**config.mk**
```make
export PLATFORM = sky130hd
export DESIGN_NAME = lc3_ctrl_outdec
export DESIGN_NICKNAME = d
export VERILOG_FILES = /design/src/rtl/lc3_pkg.sv /design/src/rtl/lc3_ctrl_outdec.sv
export SDC_FILE = /design/constraint.sdc
export NUM_CORES = 1
export LEC_CHECK = 0
export ABC_AREA = 0
export CAP_MARGIN = 20
export CORE_UTILIZATION = 34
export DETAILED_ROUTE_END_ITERATION = 12
export PLACE_DENSITY = 0.95
export SETUP_SLACK_MARGIN = 0.5
export SLEW_MARGIN = 0
export SYNTH_ARGS = -nofsm -noshare
export SYNTH_HDL_FRONTEND = slang
export SYNTH_SLANG_ARGS = --single-unit
```
**constraint.sdc**
```tcl
create_clock -name vclk -period 2.7
set_input_delay 0.405 -clock vclk [all_inputs]
set_output_delay 0.405 -clock vclk [all_outputs]
set_load 0.02 [all_outputs]
```
**src/rtl/lc3_pkg.sv**
```systemverilog
// Shared LC-3 control types: opcodes, FSM states, mux encodings and the control vector.
package lc3_pkg;

   typedef enum logic [3:0] {
      OP_BR   = 4'b0000, OP_ADD = 4'b0001, OP_LD  = 4'b0010, OP_ST   = 4'b0011,
      OP_JSR  = 4'b0100, OP_AND = 4'b0101, OP_LDR = 4'b0110, OP_STR  = 4'b0111,
      OP_RTI  = 4'b1000, OP_NOT = 4'b1001, OP_LDI = 4'b1010, OP_STI  = 4'b1011,
      OP_JMP  = 4'b1100, OP_RES = 4'b1101, OP_LEA = 4'b1110, OP_TRAP = 4'b1111
   } opcode_e;

   typedef enum logic [3:0] {
      S_RST, S_F1, S_F2, S_F3, S_DEC, S_ADDR, S_RD, S_IND,
      S_WB, S_SMDR, S_WR, S_T1, S_T2, S_T3, S_T4, S_HALT
   } state_e;

   localparam logic [1:0] SELPC_INC   = 2'b00;
   localparam logic [1:0] SELPC_ADDER = 2'b01;
   localparam logic [1:0] SELPC_BUS   = 2'b10;

   localparam logic [1:0] EAB2_ZERO  = 2'b00;
   localparam logic [1:0] EAB2_OFF6  = 2'b01;
   localparam logic [1:0] EAB2_OFF9  = 2'b10;
   localparam logic [1:0] EAB2_OFF11 = 2'b11;

   localparam logic [1:0] ALU_PASS = 2'b00;
   localparam logic [1:0] ALU_ADD  = 2'b01;
   localparam logic [1:0] ALU_AND  = 2'b10;
   localparam logic [1:0] ALU_NOT  = 2'b11;

   localparam logic [7:0] TRAP_HALT = 8'h25;

   typedef struct packed {
      logic       mem_en;
      logic       mem_we;
      logic [1:0] alu;
      logic       ena_alu;
      logic       ena_pc;
      logic       ena_mdr;
      logic       ena_marm;
      logic [2:0] sr1;
      logic [2:0] sr2;
      logic [2:0] dr;
      logic       logic_we;
      logic       flag_we;
      logic [1:0] sel_pc;
      logic       sel_mar;
      logic       sel_eab1;
      logic [1:0] sel_eab2;
      logic       ld_pc;
      logic       ld_ir;
      logic       ld_mar;
      logic       ld_mdr;
      logic       sel_mdr;
      logic       halted;
      logic       illegal;
   } ctrl_t;

   function automatic logic is_mem_wait(input state_e s);
      return (s == S_F2) || (s == S_RD) || (s == S_T3) || (s == S_WR);
   endfunction

endpackage

```
**src/rtl/lc3_ctrl_outdec.sv**
```systemverilog
// Combinational control-vector decode from FSM state, IR, NZP flags and mem_rdy.
module lc3_ctrl_outdec
   import lc3_pkg::*;
(
   input  state_e      state,
   input  logic [15:0] ir,
   input  logic        n,
   input  logic        z,
   input  logic        p,
   input  logic        mem_rdy,
   output ctrl_t       ctrl
);

   opcode_e op;
   logic    unused_ir;

   assign op        = opcode_e'(ir[15:12]);
   assign unused_ir = ^ir[5:3];

   always_comb begin
      ctrl = '0;
      case (state)
         S_F1: begin
            ctrl.ena_pc = 1'b1;
            ctrl.ld_mar = 1'b1;
            ctrl.ld_pc  = 1'b1;
            ctrl.sel_pc = SELPC_INC;
         end
         S_F2, S_RD, S_T3: begin
            ctrl.mem_en  = 1'b1;
            ctrl.sel_mdr = 1'b1;
            ctrl.ld_mdr  = mem_rdy;
         end
         S_F3: begin
            ctrl.ena_mdr = 1'b1;
            ctrl.ld_ir   = 1'b1;
         end
         S_DEC: begin
            case (op)
               OP_ADD, OP_AND, OP_NOT: begin
                  ctrl.ena_alu  = 1'b1;
                  ctrl.logic_we = 1'b1;
                  ctrl.flag_we  = 1'b1;
                  ctrl.dr       = ir[11:9];
                  ctrl.sr1      = ir[8:6];
                  ctrl.sr2      = ir[2:0];
                  ctrl.alu      = (op == OP_ADD) ? ALU_ADD : (op == OP_AND) ? ALU_AND : ALU_NOT;
               end
               OP_BR: begin
                  if ((ir[11] & n) | (ir[10] & z) | (ir[9] & p)) begin
                     ctrl.ld_pc    = 1'b1;
                     ctrl.sel_pc   = SELPC_ADDER;
                     ctrl.sel_eab2 = EAB2_OFF9;
                  end
               end
               OP_JMP: begin
                  ctrl.ld_pc    = 1'b1;
                  ctrl.sel_pc   = SELPC_ADDER;
                  ctrl.sel_eab1 = 1'b1;
                  ctrl.sel_eab2 = EAB2_ZERO;
                  ctrl.sr1      = ir[8:6];
               end
               OP_JSR: begin
                  // R7 gets PC while PC takes the target; RA is sampled before the edge
                  ctrl.ena_pc   = 1'b1;
                  ctrl.logic_we = 1'b1;
                  ctrl.dr       = 3'd7;
                  ctrl.ld_pc    = 1'b1;
                  ctrl.sel_pc   = SELPC_ADDER;
                  if (ir[11]) begin
                     ctrl.sel_eab2 = EAB2_OFF11;
                  end else begin
                     ctrl.sel_eab1 = 1'b1;
                     ctrl.sr1      = ir[8:6];
                     ctrl.sel_eab2 = EAB2_ZERO;
                  end
               end
               OP_LEA: begin
                  ctrl.ena_marm = 1'b1;
                  ctrl.sel_eab2 = EAB2_OFF9;
                  ctrl.logic_we = 1'b1;
                  ctrl.flag_we  = 1'b1;
                  ctrl.dr       = ir[11:9];
               end
               default: ;
            endcase
         end
         S_ADDR: begin
            ctrl.ena_marm = 1'b1;
            ctrl.ld_mar   = 1'b1;
            if (op == OP_LDR || op == OP_STR) begin
               ctrl.sel_eab1 = 1'b1;
               ctrl.sr1      = ir[8:6];
               ctrl.sel_eab2 = EAB2_OFF6;
            end else begin
               ctrl.sel_eab2 = EAB2_OFF9;
            end
         end
         S_IND: begin
            ctrl.ena_mdr = 1'b1;
            ctrl.ld_mar  = 1'b1;
         end
         S_WB: begin
            ctrl.ena_mdr  = 1'b1;
            ctrl.logic_we = 1'b1;
            ctrl.flag_we  = 1'b1;
            ctrl.dr       = ir[11:9];
         end
         S_SMDR: begin
            ctrl.ena_alu = 1'b1;
            ctrl.alu     = ALU_PASS;
            ctrl.sr1     = ir[11:9];
            ctrl.ld_mdr  = 1'b1;
         end
         S_WR: begin
            ctrl.mem_en = 1'b1;
            ctrl.mem_we = 1'b1;
         end
         S_T1: begin
            ctrl.ena_marm = 1'b1;
            ctrl.sel_mar  = 1'b1;
            ctrl.ld_mar   = 1'b1;
         end
         S_T2: begin
            ctrl.ena_pc   = 1'b1;
            ctrl.logic_we = 1'b1;
            ctrl.dr       = 3'd7;
         end
         S_T4: begin
            ctrl.ena_mdr = 1'b1;
            ctrl.ld_pc   = 1'b1;
            ctrl.sel_pc  = SELPC_BUS;
         end
         S_HALT: begin
            ctrl.halted  = 1'b1;
            ctrl.illegal = (op == OP_RTI) || (op == OP_RES);
         end
         default: ;
      endcase
   end

endmodule

```
Word-level counts from Yosys, hierarchy flattened:

Cells that the tools add are included.
Widths: inputs -> output; s select.

* input port bits: 24
* output and inout bits: 32
* register bits: 0

* equality and inequality tests: 25
* bitwise operators: 5
* mux-type cells: 40
* reduce and logical (&&, ||, !) cells: 14

Operators by type and width (count)
* $eq 4x4->1 const B: 13
* $eq 4x3->1 const B: 8
* $reduce_or 4->1: 5
* $mux 3: 6
* $pmux 3 s2: 3
* $mux 1: 14
* $pmux 1 s2: 7
* $pmux 4 s3: 1
* $pmux 3 s3: 1
* $eq 4x1->1 const B: 2
* $eq 4x2->1 const B: 2
* $mux 2: 4
* $pmux 2 s2: 2
* $pmux 4 s2: 1
* $reduce_or 2->1: 4
* $pmux 2 s3: 1
* $reduce_or 3->1: 2
* $logic_not 4->1: 1
* $and 1x1->1: 3
* $logic_or 1x1->1: 2
* $or 1x1->1: 2

Logic depth before layout (Yosys ltp):

* depth after elaboration: 6
* gate-level depth with buffers: 5
* depth with buffers taken out: 4

Worst setup path after synthesis:

No wires, ideal clock.

* path type: input to output
* start: in state[3]
* end: out ctrl[0] in the netlist's numbering
* cell stages on the path: 5
* buffers on the path: 1
* data arrival time: 1631 ps
* data required time: 2295 ps
* setup slack: 664 ps
* cell sequence: buf_2 nand2_1 nor2_1 nand3_1 nor3_1

RTL lines
* start: declaration: RTL line lc3_ctrl_outdec.sv:5 `input state_e state,`
* end: declaration: RTL line lc3_ctrl_outdec.sv:11 `output ctrl_t ctrl`

==> impl_metrics.yaml <==
outcome:
  status: "finished, final reports clean"
layout:
  drive_above_1_share_pct: 52.0
  antennaDiodeCount: 0
  layout_commonest_cell: "buf_4"
  seq_cells: 0
  final_area_um2: 1350
  seq_area_um2: 0
  clock_buffers: 0
  utilization_pct: 87.4
  nets: 203
  final_cell_mix: "38 x buf_4, 12 x nor2_1, 12 x clkbuf_2"
  area_growth_pct: 135
worst_setup_path:
  worst_setup_path_end_kind: "output pin"
  crit_chain: "dlygate4sd2_1 -> buf_4 -> inv_1 -> nand2_1 -> or3_1 -> o21ai_0 -> buf_2"
  crit_path_start_kind: "input port"
  critical_path.slowest_cell: "or3_1"
  crit_type: "in -> out"
  critical_path.startpoint: "state[1]"
  path_max_fanout: 5
  cp.arrival_ns: 1.80
  slowest_delay_ns: 0.41
  critPathRequiredTime_ns: 2.30
logic_synthesis:
  syn_area_um2: 574
  synth_cells: 94
  yosys_warnings: 0
  avgSynthCellArea_um2: 6.11
  syn_nets: 118
  ys_types: 38
  ys_seq_area_share_pct: 0
min_path:
  hold_end: "ctrl[21]"
  hold_depth: 5
  min_from: "ir[9]"
  hold_class: "in -> out"
power:
  powerDensity_nw_per_um2: 144
  vdd_drop_max_v: 0.0000989
  p_leak_nw: 0.717
route:
  vias: 1127
  avgRoutedWirePerCell_um: 18.5
  routed_wl_um: 3560
  via_per_inst: 5.84
  post-route-drc-count: 0
  ant_nets: 0
  drtIter0Drc: 73
  drt_first_pass_iters: 5
sta:
  rsz0062_at_grt: "true"
  period_minus_slack_ns: 2.20
  finalSetupViolations: 0
  drv_slew: 0
  hold_violations: 0
  tightest_slew_ns: 0.395
  fmax_ghz: 0.454
  slew_headroom_pct: 73.6
  period_share_pct: 81.7
  hold_ws_ns: 1.25
die:
  start_util_pct: 37.3
  die_w_um: 43.1
  die_y_um: 43.1
  io_pins: 56
  coreArea_um2: 1540
  dieArea_um2: 1860
  rows: 14
global_routing:
  overflow: 0
  antenna_found_initial: 0
  grt_util_all_layers_pct: 34.8
  grt_pass1_vias: 1058
  grt_max_degree: 12
  grt_pass1_wl_um: 4980
cts:
  hold_buffers: 0
placement:
  port_buffers: 53
  gp_congestion: 0.899
  dpl.hpwl_um: 2360
  dpl_cell_area_um2: 1300
job:
  maxCapViolCount: 0
==> worst max-delay path by stage <==
stage	to	slack [ns]
floorplan	ctrl[0]	0.66
global placement	ctrl[8]	-0.13
detailed placement	ctrl[20]	-0.26
CTS	ctrl[20]	0.48
global route	ctrl[8]	0.47
finish	ctrl[15]	0.50
==> cells in the mapped netlist, drive strengths merged <==
master / n / share of area (%)
nor2: 13 / 8.5
inv: 9 / 5.9
nand2: 9 / 5.9
o21ai: 7 / 6.1
a21oi: 5 / 4.4
and2: 5 / 5.4
buf: 4 / 3.5
nand2b: 4 / 4.4
a31o: 3 / 4.6
a21o: 2 / 2.6
nand3: 2 / 1.7
nor2b: 2 / 2.2
nor3: 2 / 1.7
o22ai: 2 / 2.2
or2: 2 / 2.2
or2b: 2 / 3.3
xnor2: 2 / 3.1
a2111oi: 1 / 1.5
a211oi: 1 / 1.3
a222oi: 1 / 1.7
a22o: 1 / 1.5
a2bb2oi: 1 / 1.5
a311o: 1 / 1.7
a31oi: 1 / 1.1
and2b: 1 / 1.3
and4b: 1 / 1.7
clkbuf: 1 / 0.87
mux2i: 1 / 1.7
nand3b: 1 / 1.3
nor4: 1 / 3.7
nor4b: 1 / 4.1
o21a: 1 / 1.3
o21ba: 1 / 1.7
o32ai: 1 / 1.5
or3: 1 / 1.1
or3b: 1 / 1.5
==> layout make-up <==
cell class                      instances  area, um2
Inverter                                9       33.8
Tap cell                               16       20.0
Fill cell                              78        194
Timing Repair Buffer                   88        683
Multi-Input combinational cell         80        611
==> kinds of logic (layout without fill, tap and decap cells) <==
logic type                count (synthesis)  in the layout  synth area share, %
muxes                                     1              1                 1.74
buffers and inverters                    14             97                 10.2
and+or+nand+nor                          48             48                 50.1
AOI/OAI and AO/OA                        29             29                 34.9
xor gates and xnor gates                  2              2                 3.05
==> worst max-delay path, delay by kind of cell <==
kind,cells,cell delay [ns]
AND/OR/NAND/NOR,2,0.52
buffers and inverters,4,0.76
AO/OA/AOI/OAI,1,0.11
==> layer usage <==
metal | vias to the layer above | wire length, um | track usage [%]
li1 | 505 | - | -
met1 | 520 | 1360 | 43.0
met2 | 87 | 1810 | 64.5
met3 | 15 | 269 | 2.13
met4 | 0 | 124 | 7.88
met5 | - | 0 | 0
==> power breakdown <==
| part | switching (mW) | internal [mW] |
|---|---|---|
| clock | 0 | 0 |
| sequential | 0 | 0 |
| combinational | 0.102 | 0.0918 |
| total | 0.102 | 0.0918 |
==> per-stage QoR <==
step | power (mW) | setup slack, ns | cells | TNS, ns
finish | 0.194 | 0.495 | 193 | 0
global route | 0.203 | 0.470 | 193 | 0
CTS | 0.181 | 0.482 | 190 | 0
detailed placement | 0.183 | -0.260 | 185 | -3.01
global placement | 0.175 | -0.134 | 185 | -1.25
floorplan | 0.0767 | 0.664 | 94 | 0
==> timing repair <==
action,CTS,global route
resized for setup,144,32
pin swaps,11,8
buffers inserted,5,3
endpoints found under the setup margin,32,23
(Power assumes the default switching activity.)
